File: src/rtl/multicycle_ctrl_fsm.sv
// multicycle_ctrl_fsm: main control FSM of the multicycle RV32I core.
// Ports: clk/reset (sync, active-high); op = instr[6:0]; Zero = ALU zero flag;
// PCWrite, AdrSrc, MemWrite, IRWrite, RegWrite enables; ResultSrc, ALUSrcA,
// ALUSrcB, ALUOp, ImmSrc mux selects; halted = in HALT;
// instret = retired-instruction count, present only with MULTICYCLE_INSTRET_EN.
module multicycle_ctrl_fsm #(
  parameter int CNT_W        = 32,
  parameter bit ILLEGAL_HALT = 1'b1
) (
  input  logic       clk,
  input  logic       reset,
  input  logic [6:0] op,
  input  logic       Zero,
  output logic       PCWrite,
  output logic       AdrSrc,
  output logic       MemWrite,
  output logic       IRWrite,
  output logic [1:0] ResultSrc,
  output logic [1:0] ALUSrcA,
  output logic [1:0] ALUSrcB,
  output logic [1:0] ALUOp,
  output logic [1:0] ImmSrc,
  output logic       RegWrite,
  output logic       halted
`ifdef MULTICYCLE_INSTRET_EN
  ,
  output logic [CNT_W-1:0] instret
`endif
);
  localparam logic [6:0] OP_LW = 7'b0000011;
  localparam logic [6:0] OP_SW = 7'b0100011;
  localparam logic [6:0] OP_R  = 7'b0110011;
  localparam logic [6:0] OP_I  = 7'b0010011;
  localparam logic [6:0] OP_J  = 7'b1101111;
  localparam logic [6:0] OP_B  = 7'b1100011;

  typedef enum logic [3:0] {
    S_FETCH, S_DECODE, S_MEMADR, S_MEMREAD, S_MEMWB, S_MEMWRITE,
    S_EXECR, S_EXECI, S_ALUWB, S_JAL, S_BEQ, S_HALT
  } state_t;

  state_t state_q, state_d;
  logic   pc_update, branch;

  if (CNT_W < 1) begin : g_bad_cnt_w
    $error("CNT_W must be at least 1");
  end

  always_comb begin
    state_d = S_FETCH;
    case (state_q)
      S_FETCH:    state_d = S_DECODE;
      S_DECODE:   state_d = (op == OP_LW || op == OP_SW) ? S_MEMADR :
                            (op == OP_R) ? S_EXECR :
                            (op == OP_I) ? S_EXECI :
                            (op == OP_J) ? S_JAL :
                            (op == OP_B) ? S_BEQ :
                            (ILLEGAL_HALT ? S_HALT : S_FETCH);
      S_MEMADR:   state_d = (op == OP_LW) ? S_MEMREAD : S_MEMWRITE;
      S_MEMREAD:  state_d = S_MEMWB;
      S_EXECR:    state_d = S_ALUWB;
      S_EXECI:    state_d = S_ALUWB;
      S_JAL:      state_d = S_ALUWB;
      S_HALT:     state_d = S_HALT;
      default:    state_d = S_FETCH;
    endcase
  end

  // Outputs decode the current state directly; reset masks everything so no
  // write strobe can leak out while the FSM is being pulled back to FETCH.
  always_comb begin
    AdrSrc    = 1'b0;
    MemWrite  = 1'b0;
    IRWrite   = 1'b0;
    ResultSrc = 2'b00;
    ALUSrcA   = 2'b00;
    ALUSrcB   = 2'b00;
    ALUOp     = 2'b00;
    RegWrite  = 1'b0;
    halted    = 1'b0;
    pc_update = 1'b0;
    branch    = 1'b0;
    if (!reset) begin
      case (state_q)
        S_FETCH: begin
          IRWrite   = 1'b1;
          ALUSrcB   = 2'b10;
          ResultSrc = 2'b10;
          pc_update = 1'b1;
        end
        S_DECODE: begin
          ALUSrcA = 2'b01;
          ALUSrcB = 2'b01;
        end
        S_MEMADR: begin
          ALUSrcA = 2'b10;
          ALUSrcB = 2'b01;
        end
        S_MEMREAD: AdrSrc = 1'b1;
        S_MEMWB: begin
          ResultSrc = 2'b01;
          RegWrite  = 1'b1;
        end
        S_MEMWRITE: begin
          AdrSrc   = 1'b1;
          MemWrite = 1'b1;
        end
        S_EXECR: begin
          ALUSrcA = 2'b10;
          ALUOp   = 2'b10;
        end
        S_EXECI: begin
          ALUSrcA = 2'b10;
          ALUSrcB = 2'b01;
          ALUOp   = 2'b10;
        end
        S_ALUWB: RegWrite = 1'b1;
        S_JAL: begin
          ALUSrcA   = 2'b01;
          ALUSrcB   = 2'b10;
          pc_update = 1'b1;
        end
        S_BEQ: begin
          ALUSrcA = 2'b10;
          ALUOp   = 2'b01;
          branch  = 1'b1;
        end
        S_HALT: halted = 1'b1;
        default: halted = 1'b0;
      endcase
    end
    PCWrite = pc_update | (branch & Zero);
  end

  assign ImmSrc = reset       ? 2'b00 :
                  (op == OP_SW) ? 2'b01 :
                  (op == OP_B)  ? 2'b10 :
                  (op == OP_J)  ? 2'b11 : 2'b00;

`ifdef MULTICYCLE_INSTRET_EN
  logic [CNT_W-1:0] instret_q, instret_d;
  // Only the final state of a completed instruction retires it; the
  // illegal-opcode skip leaves from DECODE and is deliberately not counted.
  assign instret_d = (state_q == S_MEMWB || state_q == S_MEMWRITE ||
                      state_q == S_ALUWB || state_q == S_BEQ) ?
                     instret_q + CNT_W'(1) : instret_q;
  assign instret   = instret_q;
`endif

  always_ff @(posedge clk) begin
    state_q <= reset ? S_FETCH : state_d;
`ifdef MULTICYCLE_INSTRET_EN
    instret_q <= reset ? '0 : instret_d;
`endif
  end
endmodule

File: config.mk
export PLATFORM = sky130hd
export DESIGN_NAME = multicycle_ctrl_fsm
export DESIGN_NICKNAME = d
export VERILOG_FILES = /design/src/rtl/multicycle_ctrl_fsm.sv
export SDC_FILE = /design/constraint.sdc
export NUM_CORES = 1
export LEC_CHECK = 0
export BUFFER_PORTS_ARGS = -buffer_cell sky130_fd_sc_hd__clkbuf_2
export CORE_AREA = 2 2 45 47
export DETAILED_ROUTE_END_ITERATION = 8
export DIE_AREA = 0 0 47 49
export GPL_ROUTABILITY_DRIVEN = 0
export GPL_TIMING_DRIVEN = 0
export PLACE_DENSITY_LB_ADDON = 0.05
export SETUP_SLACK_MARGIN = 0.15
export SLEW_MARGIN = 20
export SYNTH_ARGS = -nofsm -noshare
export SYNTH_HDL_FRONTEND = slang
export SYNTH_SLANG_ARGS = --single-unit
File: constraint.sdc
create_clock -name clk -period 1.6 [get_ports clk]
set_input_delay 0.16 -clock clk [delete_from_list [all_inputs] [get_ports clk]]
set_output_delay 0.16 -clock clk [all_outputs]
set_load 0.005 [all_outputs]
==> impl_metrics.ini <==
[floorplanning]
dieHeight_um = 49
die_area_mm2 = 0.002303
placementRows = 16
io_pins = 26
core_mm2 = 0.001842
die_x_um = 47
initial_utilization_pct = 28.19

[synthesis]
synth-seq-cells = 4
synthTopCellsByArea = dfxtp_1, nor3_1, buf_4, a21oi_1, nor4bb_4
synth-main-ff-cell = dfxtp_1
synth.yosys.seq_area_share_pct = 15.42
syn-cell-area_um2 = 519.2
ys_types = 33
yosysWarnings = 0
synth_top_area_share_pct = 15.42
avgSynthCellArea_um2 = 7.636
ys_async_sr_fraction_pct = 0
syn-num-nets = 78
synth_cells = 68
synth-edff-count = 0
yosys.area.top_type = dfxtp_1

[timing]
worst_pin_slew_ps = 317.5
tns_ps = 0
max_clock_freq_mhz = 661.6
fin_ws_ps = 88.42
drv_slew = 0
slew_headroom_pct = 78.80
period_needed_ps = 1512
setup_viol = 0
grt_setup_unrepaired = true
hold_viol_final = 0
finClkSkew_ps = 1.206
fin_crit_sh_pct = 94.47

[routing]
routed-via-count = 629
wire_per_inst_um = 11.65
firstDrtPassIters = 3
detail_route.iter0.violations = 3
viasPerCell = 4.953
remaining_drc_errors = 0
wl_mm = 1.479
antenna_left = 0

[global_routing]
grt_pass1_wl_mm = 2.415
grt_max_degree = 11
grt.total_usage_pct = 13.96
grt_overflow = 0
antenna_found_initial = 0
grt_pass1_vias = 559

[worst_setup_path]
slowest_delay_ps = 350
cp_top_family = simple AND/OR/NAND/NOR gates
cp.required_ps = 1440
slowest_stage = or3_4
worst-path-buf-inv = 3
arrival_ps = 1350
worstPathMaxFanout = 3
cp_cell_sequence = buf_6 -> or3_4 -> nor3_4 -> buf_4 -> clkbuf_2
endpoint_kind = output pin
criticalPathCategory = reg -> out
start_kind = flip-flop

[final_layout]
top_regs = state_q: 4 flops
fin_nets = 112
multi_input_area_um2 = 434.2
layout_commonest_cell = clkbuf_2
regArea_um2 = 85.08
mostFrequentLayoutCells = clkbuf_2, buf_6, nor3_1, nor2_1, buf_4
syn_to_final_growth_pct = 55.42
drive_above_1_share_pct = 55.00
largest_register_ffs = 4
regMostFlops = state_q
antennaDiodeCount = 0
nFillCells = 202

[place]
post-place-ws_ps = 136.7
portBuffers = 24
dp_hpwl_mm = 1.072

[power_and_ir_drop]
pwr-share-comb_pct = 50.5
ir_drop_v = 0.0002405
switching_share_pct = 34.36
pwr-share-seq_pct = 25.0
p_leak_uw = 0.0003509
power_switching_uw = 167.6
power_density_mw_per_mm2 = 604.2
p_int_uw = 320.0
clockPowerShare_pct = 24.5

[clock_network]
root_buffer = clkbuf_4
hold_buffers = 0
clock_path_buffers = 2
clk_pin_slew_ps = 30
cts_tree = yes
cts_buffers = 3
clkLatencyLatePin_ps = 230
htreeDepth = 1
cts_num_sinks = 4

[min_path]
min_path_type = in -> reg

[flow_run]
cap_violations = 0

[run_status]
status = finished clean
-- cells by family (layout without fill, tap and decap cells) --
group           Yosys count  count (layout)  synth area share [%]
simple gates             39              39                 50.12
compound gates           12              12                 16.39
buf+inv                   9              41                 11.33
xor+xnor                  4               4                 6.748
flops                     4               4                 15.42
-- power by group through the flow --
stage	clock [uW]	sequential [uW]	combinational [uW]
2_1_floorplan	0	120	133
3_3_place_gp	0	122	198
3_5_place_dp	0	122	198
4_1_cts	122	121	235
5_1_grt	135	124	271
6_report	119	122	246
-- cell type report --
type | count | share of cell area, %
Sequential cell | 4 | 10.54
Timing Repair Buffer | 29 | 20.00
Multi-Input combinational cell | 55 | 53.80
Tap cell | 27 | 4.186
Clock buffer | 3 | 2.791
Buffer | 7 | 7.752
Inverter | 2 | 0.9302
-- path summary, 6_finish.rpt --
check                       to  slack, ps       start  cells past startpoint
hold reg to reg     state_q[0]        630  state_q[2]                      2
setup / recovery  ResultSrc[1]         90  state_q[0]                      5
hold / removal      state_q[2]        290       op[5]                      3
setup reg to reg    state_q[1]        440  state_q[3]                      4
-- worst register-to-register path, stage by stage, from the launching register on --
cell     delay [ps]
dfxtp_1         350
buf_6           180
nor2_1           80
and4_1          190
a211o_1         250
-- what timing repair did --
item	CTS	global route
setup endpoints to repair	9	10
resized for setup	11	9
buffers inserted	3	2
pin swaps	2	2
-- cell usage after synthesis (3+ instances only) --
cell      count
nor3_1        7
nand2b_1      3
a21oi_1       5
nor2_1        5
nand2_1       5
dfxtp_1       4
buf_4         4
-- routing by layer --
metal  part of all wire [%]  GRT usage, %  wire length [um]  vias up
met2                     47         20.78               696       21
met1                     47         20.22               695      288
met3                    5.0         1.111                74        3
li1                       -             -                 -      317
met4                   0.81         5.556                12        0
met5                      0             0                 0        -
-- through the flow --
| step | utilization, % | cell area [um^2] | total power, uW | cells | hold WS [ps] |
|---|---|---|---|---|---|
| floorplan | - | 519.2 | 253.1 | 68 | 346.4 |
| global placement | 36.55 | 673.1 | 320.3 | 119 | 527.0 |
| detailed placement | 36.55 | 673.1 | 319.7 | 119 | 515.5 |
| CTS | 41.64 | 767.0 | 478.3 | 125 | 284.0 |
| global route | 43.82 | 807.0 | 529.9 | 127 | 318.1 |
| finish | 43.82 | 807.0 | 487.6 | 127 | 294.9 |
Power figures use the tool's default switching activity.
